==> src/rtl/dvsd_pd_pkg.sv <==
// Shared types and constants for the registered 3-to-8 priority decoder
// with pending-request queue.
package dvsd_pd_pkg;

  localparam int CODE_W_DEF = 3;
  localparam int CNT_W_DEF  = 8;

  typedef enum logic {
    ST_IDLE  = 1'b0,
    ST_OFFER = 1'b1
  } state_e;

  // Number of decoded request lines for a given code width.
  function automatic int n_lines(input int code_w);
    return 1 << code_w;
  endfunction

endpackage

==> src/rtl/dvsd_lsb_sel.sv <==
// Combinational lowest-set-bit selector: one-hot of the lowest set bit of
// in_i, all zeros when in_i is zero.
module dvsd_lsb_sel #(
  parameter int N = 8
) (
  input  logic [N-1:0] in_i,
  output logic [N-1:0] out_o
);

  logic [N-1:0] neg;

  // x & -x isolates the lowest set bit; -0 is 0, so an empty input stays empty.
  assign neg   = ~in_i + {{(N-1){1'b0}}, 1'b1};
  assign out_o = in_i & neg;

endmodule

==> src/rtl/dvsd_pd.sv <==
// Registered 3-to-8 priority decoder that queues every decoded request as a
// pending bit and grants them back one at a time, lowest index first.
module dvsd_pd
  import dvsd_pd_pkg::*;
#(
  parameter int CODE_W = CODE_W_DEF,
  parameter int CNT_W  = CNT_W_DEF
) (
  input  logic                       wb_clk_i,
  input  logic                       wb_rst_i,
  input  logic                       en,
  input  logic [CODE_W-1:0]          code_i,
  input  logic                       gs_i,
  output logic [n_lines(CODE_W)-1:0] out_o,
  output logic [n_lines(CODE_W)-1:0] pend_o,
  output logic [n_lines(CODE_W)-1:0] gnt_o,
  output logic                       gnt_valid_o,
  input  logic                       gnt_ready_i,
  output logic                       eno_o,
  output logic                       drop_o,
  output logic [CNT_W-1:0]           cnt_o,
  output logic                       dbg_state_o
);

  localparam int N = n_lines(CODE_W);

  // Handshake: a grant transfers on an edge where gnt_valid_o and gnt_ready_i
  // are both high; gnt_o is stable from the edge gnt_valid_o rises until then.

  state_e         state_q, state_d;
  logic [N-1:0]   out_q, out_d;
  logic [N-1:0]   pend_q, pend_d;
  logic [N-1:0]   gnt_q, gnt_d;
  logic [CNT_W-1:0] cnt_q, cnt_d;
  logic           eno_q, eno_d;
  logic           drop_q, drop_d;

  logic           capture;
  logic           retire;
  logic [N-1:0]   cap_mask;
  logic [N-1:0]   ret_mask;
  logic [N-1:0]   kept_mask;
  logic [N-1:0]   lowest;

  dvsd_lsb_sel #(.N(N)) u_lsb_sel (
    .in_i  (pend_q),
    .out_o (lowest)
  );

  assign capture  = en & gs_i;
  assign retire   = (state_q == ST_OFFER) & gnt_ready_i;
  assign cap_mask = capture ? ({{(N-1){1'b0}}, 1'b1} << code_i) : '0;
  assign ret_mask = retire ? gnt_q : '0;
  // Bits surviving this edge's retire; a capture hitting one of these is a duplicate.
  assign kept_mask = pend_q & ~ret_mask;

  always_comb begin
    out_d  = cap_mask;
    pend_d = kept_mask | cap_mask;
    drop_d = |(kept_mask & cap_mask);
    eno_d  = en & (pend_d == '0);
  end

  always_comb begin
    state_d = state_q;
    gnt_d   = gnt_q;
    cnt_d   = cnt_q;
    unique case (state_q)
      ST_IDLE: begin
        gnt_d = '0;
        if (pend_q != '0) begin
          gnt_d   = lowest;
          state_d = ST_OFFER;
        end
      end
      ST_OFFER: begin
        if (gnt_ready_i) begin
          gnt_d   = '0;
          cnt_d   = cnt_q + {{(CNT_W-1){1'b0}}, 1'b1};
          state_d = ST_IDLE;
        end
      end
      default: begin
        gnt_d   = '0;
        state_d = ST_IDLE;
      end
    endcase
  end

  always_ff @(posedge wb_clk_i or posedge wb_rst_i) begin
    if (wb_rst_i) begin
      state_q <= ST_IDLE;
      out_q   <= '0;
      pend_q  <= '0;
      gnt_q   <= '0;
      cnt_q   <= '0;
      eno_q   <= 1'b0;
      drop_q  <= 1'b0;
    end else begin
      state_q <= state_d;
      out_q   <= out_d;
      pend_q  <= pend_d;
      gnt_q   <= gnt_d;
      cnt_q   <= cnt_d;
      eno_q   <= eno_d;
      drop_q  <= drop_d;
    end
  end

  assign out_o       = out_q;
  assign pend_o      = pend_q;
  assign gnt_o       = gnt_q;
  assign gnt_valid_o = (state_q == ST_OFFER);
  assign eno_o       = eno_q;
  assign drop_o      = drop_q;
  assign cnt_o       = cnt_q;
  assign dbg_state_o = state_q;

endmodule
==> config.mk <==
export PLATFORM = sky130hd
export DESIGN_NAME = dvsd_pd
export DESIGN_NICKNAME = d
export VERILOG_FILES = /design/src/rtl/dvsd_pd_pkg.sv /design/src/rtl/dvsd_lsb_sel.sv /design/src/rtl/dvsd_pd.sv
export SDC_FILE = /design/constraint.sdc
export NUM_CORES = 1
export LEC_CHECK = 0
export BUFFER_PORTS_ARGS = -buffer_cell sky130_fd_sc_hd__buf_4
export CORE_MARGIN = 2
export CORE_UTILIZATION = 40
export DETAILED_ROUTE_END_ITERATION = 16
export GPL_TIMING_DRIVEN = 1
export HOLD_SLACK_MARGIN = 0.05
export RECOVER_POWER = 50
export SYNTH_ARGS = -nofsm -noshare
export SYNTH_HDL_FRONTEND = slang
export SYNTH_SLANG_ARGS = --single-unit
export TNS_END_PERCENT = 50
==> constraint.sdc <==
create_clock -name wb_clk_i -period 1.7 [get_ports wb_clk_i]
set_input_delay 0.085 -clock wb_clk_i [delete_from_list [all_inputs] [get_ports wb_clk_i]]
set_output_delay 0.085 -clock wb_clk_i [all_outputs]
set_load 0.05 [all_outputs]
==> summary.txt, run 1 <==
Synth
  • Yosys cell types: 30
  • Post-Synth XOR/XNOR Area: 0.0412
  • Main synth FF type: dfrtp_1
  • Largest family of logic cells by synthesized area: simple AND/OR/NAND/NOR gates
  • Post-Synth Simple-Gate Area: 0.191
  • Mux share of post-synthesis cell area: 0.00756
  • Compound-Gate Fraction of Synth Area: 0.0992
  • Syn Nets: 152
  • Mapped Area: 1490 sq um
  • Asr flop ratio synth: 1.00
  • Syn avg cell area: 10.4 sq um
  • Adder-Cell Fraction of Synth Area: 0.00840
  • Cells after synthesis: 143
  • Post-synth EDFFs: 0
  • Seq/Total Area, Yosys: 0.588
  • FF+latch count, synth: 35
  • YS warnings: 0

Timing
  • Rel. slew slack: 0.429
  • Fin Hold WS: 0.0634 ns
  • Period utilization: 0.917
  • Clk_skew: 0.00476 ns
  • Fmax: roughly 640 MHz
  • Setup tns final: 0 ns
  • RSZ-0062 raised after global routing: false
  • Period minus WS final: roughly 1.6 ns
  • Fin. Hold Viols: 0
  • Actual slew at the worst max-slew pin: 0.856 ns
  • Endpoints failing setup: 0
  • Max Transition Viols Final: 0

Detailed routing
  • Met2 routed wirelength: 1500 microns
  • Routed wire length: 3280 microns
  • DRC: 0
  • Vias/cell: 5.23
  • Drt first pass iters: 4
  • Detailed-route via count: 1251
  • Routed wl met3: just over 200 microns
  • Routed len/inst: 13.7 microns
  • ANT nets after route: 0
  • Top layer in use: met4
  • 1st-iter DRT viols: 49
  • Metal-1 WL: roughly 1500 microns

Power
  • NetSw: around 1.8 mW
  • Combinational fraction of design power: 0.471
  • Reg power frac: 0.369
  • Leak: 1.03 nW
  • Worst vdd ir: 1070 uV
  • Clock network power share: 0.160
  • Cell Pwr Density: 1960 nW/um^2
  • Switching share of power: 0.488
  • Internal: roughly 1.9 mW

Clock tree
  • CTS Root Cell: clkbuf_8
  • # clock sinks: 35
  • Post-CTS setup buffer count: 0
  • CTS tree: yes
  • Maximum clock insertion buffer count: 2
  • CTS H-tree depth: 2
  • Clock insertion delay at the later pin of the skew report: about 0.28 ns
  • CTS Buf Count: 5
  • Reg clk slew, reported paths: 0.07 ns

Critical path
  • CP endpoint: drop_o
  • RR Startpoint: dbg_state_o
  • Crit Path Class: flip-flop to flip-flop
  • R2R Setup Slk: 0.14 ns
  • CP Buf/Inv Count: 0
  • Setup crit start: dbg_state_o
  • Slowest library cell on the worst path: dfrtp_2
  • Crit path max fanout: 17
  • Critical path arrival: ~1.7 ns
  • Setup crit start kind: flip-flop
  • CP Data Required Time: ~1.9 ns
  • CP endpoint kind: flip-flop
  • Max incr delay on CP: 0.53 ns
  • Reg2reg end: drop_o
  • R2R cell count: 4
  • Cell Chain, Critical Path: and2_1 > a21o_4 > o22ai_1 > or4_1
  • Crit-path leading delay family: simple AND/OR/NAND/NOR gates
  • WP depth: 4

Die
  • Die width: 65.0 microns
  • Top Ports: 44
  • Die Y: ~65 microns
  • Initial Utilization: 0.413
  • Full die area: around 4200 sq um
  • Core box area: 3610 sq um
  • Cell row count: 22

GRT
  • First-pass GRT wire length: 5570 microns
  • Grt ovf: 0
  • Largest net degree at the start of global routing: 36
  • Number of global-route vias before repair: 1221
  • Initial antenna violation count: 0
  • Overall global routing resource usage: 0.175

Place
  • Placer congestion estimate: 0.808
  • Buffers on Ports: 43
  • Post-DP HPWL: approximately 2400 microns

Outcome
  • Status: completed

Layout
  • Nets: 200
  • Share of cells above drive strength 1: 0.246
  • Diode count: 0
  • P&R area growth vs syn: 28.5%

Job
  • Max Cap Viol: 0

Hold path
  • Worst hold path class: input port to flip-flop
## cells in the mapped netlist (2+ instances only)
master | instances | area share
buf_2 | 2 | 0.0067
nor4_1 | 2 | 0.0084
and2_1 | 2 | 0.0084
a22o_1 | 3 | 0.018
nand2_1 | 24 | 0.061
nor2_1 | 6 | 0.015
o22ai_1 | 5 | 0.021
nor3_1 | 2 | 0.0067
xor2_1 | 3 | 0.018
dfrtp_1 | 35 | 0.59
xnor2_1 | 4 | 0.024
a32o_1 | 2 | 0.013
o21ai_0 | 2 | 0.0067
nor2b_1 | 4 | 0.017
buf_4 | 2 | 0.010
inv_1 | 16 | 0.040
nand4_1 | 5 | 0.021
and3_1 | 2 | 0.0084
nand3_1 | 9 | 0.030
a22oi_1 | 3 | 0.015
## power groups by stage
stage	clock [mW]	sequential (mW)	combinational (mW)
detailed placement	0	1.40	1.79
CTS	0.614	1.39	1.79
finish	0.600	1.39	1.77
floorplan	0	2.10	0.536
global placement	0	1.39	1.78
global route	0.657	1.43	1.89
## placed cells by master, fill, tap and decap left out, drive strengths merged, types with 4 or more instances in the layout
cell type  synthesis  final
xnor2              4      4
nor2b              4      4
clkbuf             0     18
o22ai              5      5
nand4              5      5
nand3              9      9
nor2               6      6
buf                5     33
nand2             24     24
inv               16     16
dfrtp             35     35
## registers in the layout, summed over array words and instances, names as in the netlist
name / cells
cnt_o: 8
gnt_o: 8
out_o: 8
pend_o: 8
dbg_state_o: 1
drop_o: 1
eno_o: 1
## stage by stage
stage                     setup slack, ns  instance area, sq um  instances  utilization  power (mW)
after CTS                           0.146                  1950        239        0.541        3.80
final                               0.141                  1910        239        0.531        3.76
after global placement              0.186                  1850        231        0.514        3.16
after detailed placement            0.155                  1850        231        0.514        3.19
after floorplan                    0.0659                  1490        143            -        2.64
after global routing              0.00911                  1910        239        0.531        3.98
## cell families after synthesis
kind of cell / count (synthesis)
AO/OA/AOI/OAI: 19
flip-flops: 35
buffers and inverters: 21
multiplexers: 1
AND/OR/NAND/NOR: 59
adder cells (fa/ha/maj): 1
XOR/XNOR: 7
## what timing repair did
action | 4_1_cts | 5_1_grt
endpoints found under the hold margin | 35 | 0
gates resized for setup | 0 | 0
hold buffers | 1 | 0
## area by class of cell
cell class,count,area (sq um)
clock buffers,6,82.6
clock inverters,1,5.00
fillers,356,1690
inverters,16,60.1
multi-input cells,87,517
flip-flops and latches,35,877
well taps,48,60.1
repair buffers,46,312
## how the worst min path moves through the flow
stage	startpoint	end	slack (ns)	depth (start not counted)
after floorplan	en	eno_o	0.22	2
after global placement	wb_rst_i	out_o[7]	0.21	3
after detailed placement	wb_rst_i	out_o[0]	0.22	3
after CTS	en	eno_o	0.07	3
after global routing	en	eno_o	0.06	3
final	en	eno_o	0.06	3
## per-layer routing
layer / global-route usage / vias to the layer above
met4: 0.104 / 0
li1: - / 578
met2: 0.278 / 48
met1: 0.212 / 613
met5: 0 / -
met3: 0.0503 / 12
## worst reg2reg max path, cell delays in order (launching register included)
cell,delay (ns)
dfrtp_2,0.53
and2_1,0.23
a21o_4,0.14
o22ai_1,0.06
or4_1,0.47
Note: power is estimated with default switching activity, not from simulation.
==> run 2: changes to the inputs <==
--- a/config.mk
+++ b/config.mk
@@ -9,8 +9,8 @@
 export CORE_MARGIN = 2
 export CORE_UTILIZATION = 40
 export DETAILED_ROUTE_END_ITERATION = 16
-export GPL_TIMING_DRIVEN = 1
 export HOLD_SLACK_MARGIN = 0.05
+export PLACE_DENSITY = 0.67
 export RECOVER_POWER = 50
 export SYNTH_ARGS = -nofsm -noshare
 export SYNTH_HDL_FRONTEND = slang
==> constraint.sdc (replaced) <==
create_clock -name wb_clk_i -period 1.4 [get_ports wb_clk_i]
set_input_delay 0.07 -clock wb_clk_i [delete_from_list [all_inputs] [get_ports wb_clk_i]]
set_output_delay 0.07 -clock wb_clk_i [all_outputs]
set_load 0.05 [all_outputs]
==> run 2 against run 1 <==
Effect of this change: the flow now finishes with violations (negative setup slack); final area grew 9.7%; flip-flop and latch count unchanged; maximum frequency grew 8.6%; clock skew rose by 0.00076 ns; sequential share of layout area is 4.1 points lower; clock-buffer cell count up 1; die area stayed put; clock power up 32%; highest routed layer unchanged.
==> summary.txt, run 2 (synthesized netlist as in run 1, its figures left out) <==
Timing
  • Clk_skew: 0.00552 ns
  • Max Transition Viols Final: 0
  • Fin. Hold Viols: 0
  • Fmax: 697 MHz
  • Final setup margin: -0.0354 ns
  • Period minus WS final: 1.44 ns
  • Rel. slew slack: 0.435
  • Setup tns final: -0.0354 ns
  • Fin Hold WS: 0.0642 ns
  • RSZ-0062 raised after global routing: true
  • Period utilization: 1.03
  • Actual slew at the worst max-slew pin: around 0.85 ns
  • Endpoints failing setup: 1

Hold path
  • Worst hold stages: 3
  • Hold Path End: eno_o
  • Worst hold path class: input port to flip-flop
  • Hold_sp: en

GRT
  • Grt ovf: 0
  • Largest net degree at the start of global routing: 36
  • Overall global routing resource usage: 0.181
  • Number of global-route vias before repair: 1278
  • Initial antenna violation count: 0
  • First-pass GRT wire length: about 5700 microns

Place
  • Buffers on Ports: 43
  • Placed Cells: 238
  • Placer congestion estimate: approximately 0.84
  • Post-DP HPWL: 2610 microns
  • Dpl ws: -0.0156 ns

Clock tree
  • CTS H-tree depth: 2
  • # clock sinks: 35
  • CTS tree: yes
  • CTS Buf Count: 5
  • Reg clk slew, reported paths: 0.07 ns
  • Clock insertion delay at the later pin of the skew report: 0.29 ns
  • CTS Root Cell: clkbuf_8
  • Maximum clock insertion buffer count: 2

Die
  • Initial Utilization: 0.413
  • Top Ports: 44
  • Die width: 65.0 microns
  • Full die area: 4230 sq um
  • Die Y: 65.0 microns
  • Cell row count: 22
  • Core box area: 3610 sq um

Critical path
  • CP endpoint kind: flip-flop
  • Crit Path Class: flip-flop to flip-flop
  • R2R cell count: 5
  • Reg2reg end: drop_o
  • Crit-path leading delay family: simple AND/OR/NAND/NOR gates
  • R2R Setup Slk: -0.04 ns
  • Setup crit start kind: flip-flop
  • CP Data Required Time: 1.55 ns
  • CP Buf/Inv Count: 1
  • Critical path arrival: 1.59 ns
  • Slowest library cell on the worst path: or4_1
  • Cell Chain, Critical Path: buf_6 > nand3_2 > nand2_2 > o22ai_1 > or4_1
  • RR Startpoint: dbg_state_o
  • Max incr delay on CP: 0.50 ns
  • Crit path max fanout: 6

Detailed routing
  • Drt first pass iters: 6
  • Routed wire length: approximately 3600 microns
  • ANT nets after route: 0
  • Detailed-route via count: 1296
  • DRC: 0
  • Vias/cell: 5.18
  • 1st-iter DRT viols: 57
  • Routed len/inst: 14.3 microns

Layout
  • Post-Layout Cell Count: 250
  • Register area: ~880 sq um
  • P&R area growth vs syn: 41.0%
  • Nets: 210
  • Fill count: 329
  • Most frequent cells in the layout: buf_4 (50), dfrtp_1 (34), nand2_1 (23)
  • Diode count: 0
  • Share of cells above drive strength 1: 0.381
  • Most common cell after layout, fill and taps aside: buf_4
  • Area occupied by multi-input gates: 578 sq um

Power
  • Total power: ~4.9 mW
  • Cell Pwr Density: 2350 nW/um^2
  • Leak: 1.12 nW
  • Worst vdd ir: 1300 uV

Job
  • Max Cap Viol: 0

Outcome
  • Failing checks: negative setup slack
  • Status: finished with violations
==> run 2: cell types whose count changed in the layout (fill, tap and decap cells not counted), moves of 2 or more <==
cell      delta
and2_4       +2
clkbuf_1     -8
buf_4       +17
nor4_1       -2
and2_1       -2
a22oi_1      -2
a22oi_2      +2
==> run 2: power breakdown <==
part	leakage (nW)	internal, mW	total (mW)	switching [mW]
sequential	0.449	1.29	1.69	0.399
clock	0.0505	0.447	0.792	0.345
combinational	0.618	0.840	2.45	1.61
total	1.12	2.58	4.93	2.36
==> run 2: worst min-delay path: stages <==
cell and delay, ns:
buf_4 0.12, nand3_1 0.07, nor4_2 0.05
==> run 2: what timing repair did <==
item | 4_1_cts | 5_1_grt
cloned | 0 | 0
endpoints found under the hold margin | 35 | 0
setup endpoints to repair | 5 | 7
setup buffers | 0 | 3
hold buffers | 1 | 0
resized for setup | 5 | 8
pin swaps | 0 | 4
==> run 2: layer usage <==
layer  part of all wire  up-vias  global-route usage
met5                  0        -                   0
met4              0.019        0              0.0625
met3              0.071       11              0.0538
met2               0.49       63               0.320
met1               0.42      621               0.210
li1                   -      601                   -
==> run 2: stage by stage <==
step                      cell area (sq um)  utilization
final                                  2100        0.582
after global routing                   2100        0.582
after CTS                              2060        0.571
after detailed placement               1920        0.531
after global placement                 1920        0.531
after floorplan                        1500            -
==> run 2: worst max path at each step <==
stage          depth (start not counted)       end        start  slack, ns
6_report                               5    drop_o  dbg_state_o      -0.04
5_1_grt                                5    drop_o  dbg_state_o      -0.08
4_1_cts                                4    drop_o  dbg_state_o      -0.03
3_5_place_dp                           4  gnt_o[5]  dbg_state_o      -0.02
3_3_place_gp                           4    drop_o  dbg_state_o       0.02
2_1_floorplan                          5    drop_o  dbg_state_o      -0.21
==> run 2: cell type report <==
cell class,count,area share
inverter,16,0.0286
timing repair buffer,56,0.200
clock buffer,7,0.0459
sequential,35,0.418
multi-input combinational,87,0.275
tap,48,0.0286
clock inverter,1,0.00358
